--- config.mk ---
export PLATFORM = sky130hd
export DESIGN_NAME = display_scan_ctrl
export DESIGN_NICKNAME = d
export VERILOG_FILES = /design/src/rtl/display_scan_ctrl.sv
export SDC_FILE = /design/constraint.sdc
export NUM_CORES = 1
export LEC_CHECK = 0
export ABC_CLOCK_PERIOD_IN_PS = 2550
export CORE_UTILIZATION = 35
export DETAILED_ROUTE_END_ITERATION = 10
export MAX_ROUTING_LAYER = met4
export PLACE_DENSITY_LB_ADDON = 0.12
export SYNTH_ARGS = -nofsm -noshare
export SYNTH_HDL_FRONTEND = slang
export SYNTH_SLANG_ARGS = --single-unit
--- constraint.sdc ---
create_clock -name clk -period 2.55 [get_ports clk]
set_input_delay 0.255 -clock clk [delete_from_list [all_inputs] [get_ports clk]]
set_output_delay 0.255 -clock clk [all_outputs]
set_load 0.1 [all_outputs]
--- src/rtl/display_scan_ctrl.sv ---
`default_nettype none
// ============================================================================
// Module   : display_scan_ctrl
// Purpose  : 4-digit 7-seg scan controller with a double-buffered valid/ready
//            input. Optional leading-zero blanking via DISPLAY_LZ_BLANK_EN.
// Revision : 1.0
// ============================================================================
module display_scan_ctrl #(
    parameter int REFRESH_DIV = 100000,
    parameter int DIV_W       = 17
) (
    input  logic        clk,
    input  logic        reset,
    input  logic        in_valid,
    output logic        in_ready,
    input  logic [15:0] in_bcd,
    input  logic        in_neg,
    output logic [3:0]  bcd,
    output logic [3:0]  an,
    output logic        frame_start
);

    localparam logic [DIV_W-1:0] C_CNT_MAX = DIV_W'(REFRESH_DIV - 1);
    localparam logic [3:0]       C_DASH    = 4'd10;

    logic [DIV_W-1:0] r_cnt;
    logic [1:0]       r_idx;
    logic [15:0]      r_act_bcd;
    logic             r_act_neg;
    logic [15:0]      r_pend_bcd;
    logic             r_pend_neg;
    logic             r_pend;
    logic [3:0]       r_an;
    logic [3:0]       r_bcd;
    logic             r_frame_start;

    logic             w_tick;
    logic             w_boundary;
    logic             w_xfer;
    logic [15:0]      w_in_clean;
    logic [15:0]      w_act_bcd;
    logic             w_act_neg;
    logic [1:0]       w_nidx;
    logic [3:0]       w_an_nxt;
    logic [3:0]       w_bcd_nxt;
`ifdef DISPLAY_LZ_BLANK_EN
    logic [3:0]       w_blank;
    logic [1:0]       w_dash_slot;
`endif

    assign w_tick     = (r_cnt == C_CNT_MAX);
    assign w_boundary = w_tick && (r_idx == 2'd3);
    assign w_xfer     = in_valid && !r_pend;

    // Out-of-range nibbles are stored as the dash code.
    for (genvar gi = 0; gi < 4; gi++) begin : g_sanitise
        assign w_in_clean[4*gi +: 4] = (in_bcd[4*gi +: 4] > 4'd9) ? C_DASH
                                                                  : in_bcd[4*gi +: 4];
    end

    // Outputs are computed for the slot about to become active, using the
    // buffer that will be active then (pending one if swapped at this edge).
    always_comb begin
        w_act_bcd = (w_boundary && r_pend) ? r_pend_bcd : r_act_bcd;
        w_act_neg = (w_boundary && r_pend) ? r_pend_neg : r_act_neg;
        w_nidx    = r_idx + 2'd1;
        w_an_nxt  = ~(4'b0001 << w_nidx);
        w_bcd_nxt = w_act_bcd[{w_nidx, 2'b00} +: 4];
`ifdef DISPLAY_LZ_BLANK_EN
        w_blank[3] = (w_act_bcd[15:12] == 4'd0);
        w_blank[2] = w_blank[3] && (w_act_bcd[11:8] == 4'd0);
        w_blank[1] = w_blank[2] && (w_act_bcd[7:4] == 4'd0);
        w_blank[0] = 1'b0;
        if (w_blank[1])      w_dash_slot = 2'd1;
        else if (w_blank[2]) w_dash_slot = 2'd2;
        else                 w_dash_slot = 2'd3;
        if (w_act_neg && (w_nidx == w_dash_slot)) begin
            w_bcd_nxt = C_DASH;
        end else if (w_blank[w_nidx]) begin
            w_an_nxt  = 4'b1111;
            w_bcd_nxt = 4'd0;
        end
`else
        if (w_act_neg && (w_nidx == 2'd3)) begin
            w_bcd_nxt = C_DASH;
        end
`endif
    end

    always_ff @(posedge clk) begin
        if (reset) begin
            r_cnt         <= '0;
            r_idx         <= 2'd3;
            r_act_bcd     <= 16'd0;
            r_act_neg     <= 1'b0;
            r_pend_bcd    <= 16'd0;
            r_pend_neg    <= 1'b0;
            r_pend        <= 1'b0;
            r_an          <= 4'b1111;
            r_bcd         <= 4'd0;
            r_frame_start <= 1'b0;
        end else begin
            r_frame_start <= w_boundary;
            if (w_tick) begin
                r_cnt <= '0;
                r_idx <= w_nidx;
                r_an  <= w_an_nxt;
                r_bcd <= w_bcd_nxt;
            end else begin
                r_cnt <= r_cnt + DIV_W'(1);
            end
            if (w_boundary && r_pend) begin
                r_act_bcd <= r_pend_bcd;
                r_act_neg <= r_pend_neg;
            end
            // A transfer needs pend=0, so it can never collide with a swap.
            if (w_xfer) begin
                r_pend_bcd <= w_in_clean;
                r_pend_neg <= in_neg;
                r_pend     <= 1'b1;
            end else if (w_boundary) begin
                r_pend     <= 1'b0;
            end
        end
    end

    assign in_ready    = ~r_pend;
    assign an          = r_an;
    assign bcd         = r_bcd;
    assign frame_start = r_frame_start;

endmodule
`default_nettype wire
==> out/qor.yml <==
postSynthAreaPerCell_sq_um: 8.314
die_h_um: 91.21
syn_inst: 335
coreArea_sq_um: 7727
synth_top_area_share_pct: 45.28
cts_setup_buffers: 0
drive_above_1_share_pct: 11.99
status: "complete, no violations"
synth.distinct_cells: 46
p_sw_w: 0.0005007
tns_ps: 0
synth_top_family_by_area: "simple AND/OR/NAND/NOR gates"
routed_via_density: 4.874
synth_top_area_cell: "dfxtp_1"
wire_per_inst_um: 13.22
fin_ws_ps: 432.4
pre_cts_ws_ps: 247.4
numPortBuffers: 29
synthArstFlopShare_pct: 0
die_area_sq_um: 8318
critPathKind: "flop to flop"
worst-slew-pin-transition_ps: 598.9
cts_tree: "built"
min_period_ps: 2118
ctsLongestPathBuffers: 2
grt_usage_pct: 16.58
p_int_w: 0.001607
cts.reportedPaths.clkPinSlew_ps: 70
swShare_pct: 23.75
critical_path_required_ps: 2770
numCtsBuffers: 9
yosys-top-cells-count: "nand2_1, dfxtp_1, a21oi_1"
firstDrtPassIters: 4
path_max_fanout: 14
yosys-mux-area-fraction_pct: 3.145
synth_nets: 360
gp_congestion: 0.7556
syn_area_sq_um: 2785
ant_nets: 0
peakVddDrop_uv: 289.1
synth_fa_ha_area_share_pct: 2.246
synth_edf_count: 0
clk_latency_ps: 350
area_growth_pct: 20.40
cp-start-kind: "flop"
route.detailed.drc: 0
seqPwrFrac_pct: 48.6
antenna_found_initial: 0
initial_core_util_pct: 36.04
grt_pass1_wl_um: 10400
final-setup-viol-count: 0
fmax_mhz: 472.2
ys_seq_elements: 63
ios: 30
p_clk_share_pct: 45.9
grt_pass1_vias: 2080
rsz0062_at_grt: "no"
synth-compound-area-share_pct: 14.33
synth.area.top_cells: "dfxtp_1, nand2_1, a21oi_1"
arrival_ps: 2340
power.density_nw_per_um2: 628.6
grt_start_max_net_pins: 35
ys_warn_count: 0
final_net_count: 387
n_antenna_cell: 0
clock-sinks: 63
cp-end-kind: "flop"
fin_crit_sh_pct: 83.04
max_slew_margin_pct: 60.07
first_iter_violations: 94
cts_resized: 0
cts_hold_buffers: 0
grt-ovfl-total: 0
hold_path_class: "flop to flop"
final_max_slew_viol_count: 0
synthSimpleGateAreaFrac_pct: 26.37
finalHoldViolations: 0
yosysMostFrequentCell: "nand2_1"
htreeDepth: 3
power.leakage_nw: 1.230
seq_area_frac_synth_pct: 45.28
root_buffer: "clkbuf_8"
synth_xor_area_share_pct: 5.031
dp_hpwl_um: 4394
routed_wl_um: 6199
vias: 2286
die_x_um: 91.21
comb_power_share_pct: 5.5
row_count: 32
maxCapViolCount: 0
skew_ps: 10.41
synth_ff_type: "dfxtp_1"
[cell usage in the layout, fill, tap and decap left out, types with 4 or more instances in the layout]
cell type,count
o22ai_1,6
nand3_1,10
o211ai_1,6
and3_1,6
clkdlybuf4s50_1,19
inv_1,4
ha_1,5
mux2_2,5
xor2_1,9
nand3b_1,6
o21ai_0,10
nor2_1,33
buf_4,15
nand2_1,71
xnor2_1,7
dfxtp_1,62
clkbuf_8,9
a21oi_1,34
nand2b_1,4
nand4_1,4
[power by group through the flow]
stage / registers (W) / logic, W / clock network [W]
4_1_cts: 0.00102 / 0.000119 / 0.000993
6_report: 0.00102 / 0.000116 / 0.000967
3_3_place_gp: 0.00105 / 0.000117 / 0
3_5_place_dp: 0.00105 / 0.000118 / 0
5_1_grt: 0.00103 / 0.000130 / 0.00104
2_1_floorplan: 0.00104 / 0.0000682 / 0
[routing by layer]
metal	share of wire (%)	wire [um]	GRT usage, %	up-vias
li1	-	-	-	1219
met1	52	3231	22.00	1016
met2	43	2677	23.55	40
met3	2.7	167	3.518	11
met4	2.0	123	8.730	0
met5	0	0	-	-
[final cells by class]
cell class                      instances  area [sq um]
Inverter                                4         15.01
Timing Repair Buffer                   34         302.8
Clock inverter                          7         97.59
Multi-Input combinational cell        250          1424
Tap cell                              102         127.6
Sequential cell                        63          1262
Clock buffer                            9         123.9
Fill cell                             800          4374
[per-stage QoR]
stage,hold WS [ps],util [%],std cells,area [sq um],total power (W)
final,451.0,43.39,469,3353,0.002108
after global routing,466.5,43.39,469,3353,0.002198
after CTS,451.9,43.38,469,3352,0.002135
after detailed placement,445.7,40.51,453,3131,0.001164
after global placement,436.6,40.51,453,3131,0.001164
after floorplan,391.0,-,335,2785,0.001107
[worst max-delay path, stage by stage, from the launching register on]
cell and delay [ps]:
dfxtp_2 480, ha_1 310, nand2_1 280, a2111oi_0 520, a31oi_1 100, nor4_1 230
a311oi_1 80
[cells by family after synthesis]
| family | Yosys count |
|---|---|
| buf+inv | 22 |
| mux | 8 |
| simple gates | 153 |
| flops | 63 |
| xor+xnor | 16 |
| compound gates | 68 |
| fa+ha+maj | 5 |
[path summary, 6_finish.rpt]
path	cells after the start	startpoint	slack [ps]	to
max	6	r_idx[0]$_SDFFE_PP1P_	430	bcd[1]$_SDFFE_PP0P_
min reg2reg	2	r_act_bcd[9]$_SDFF_PP0_	450	r_act_bcd[9]$_SDFF_PP0_
min	2	r_act_bcd[9]$_SDFF_PP0_	450	r_act_bcd[9]$_SDFF_PP0_
max reg2reg	6	r_idx[0]$_SDFFE_PP1P_	430	bcd[1]$_SDFFE_PP0P_
[flip-flops by register name, summed over array words and instances (netlist names)]
name	flops
r_cnt	17
r_act_bcd	16
r_pend_bcd	16
an	4
bcd	4
r_idx	2
frame_start	1
r_act_neg	1
r_pend	1
r_pend_neg	1
No activity file was read; power rests on OpenSTA's default activity.
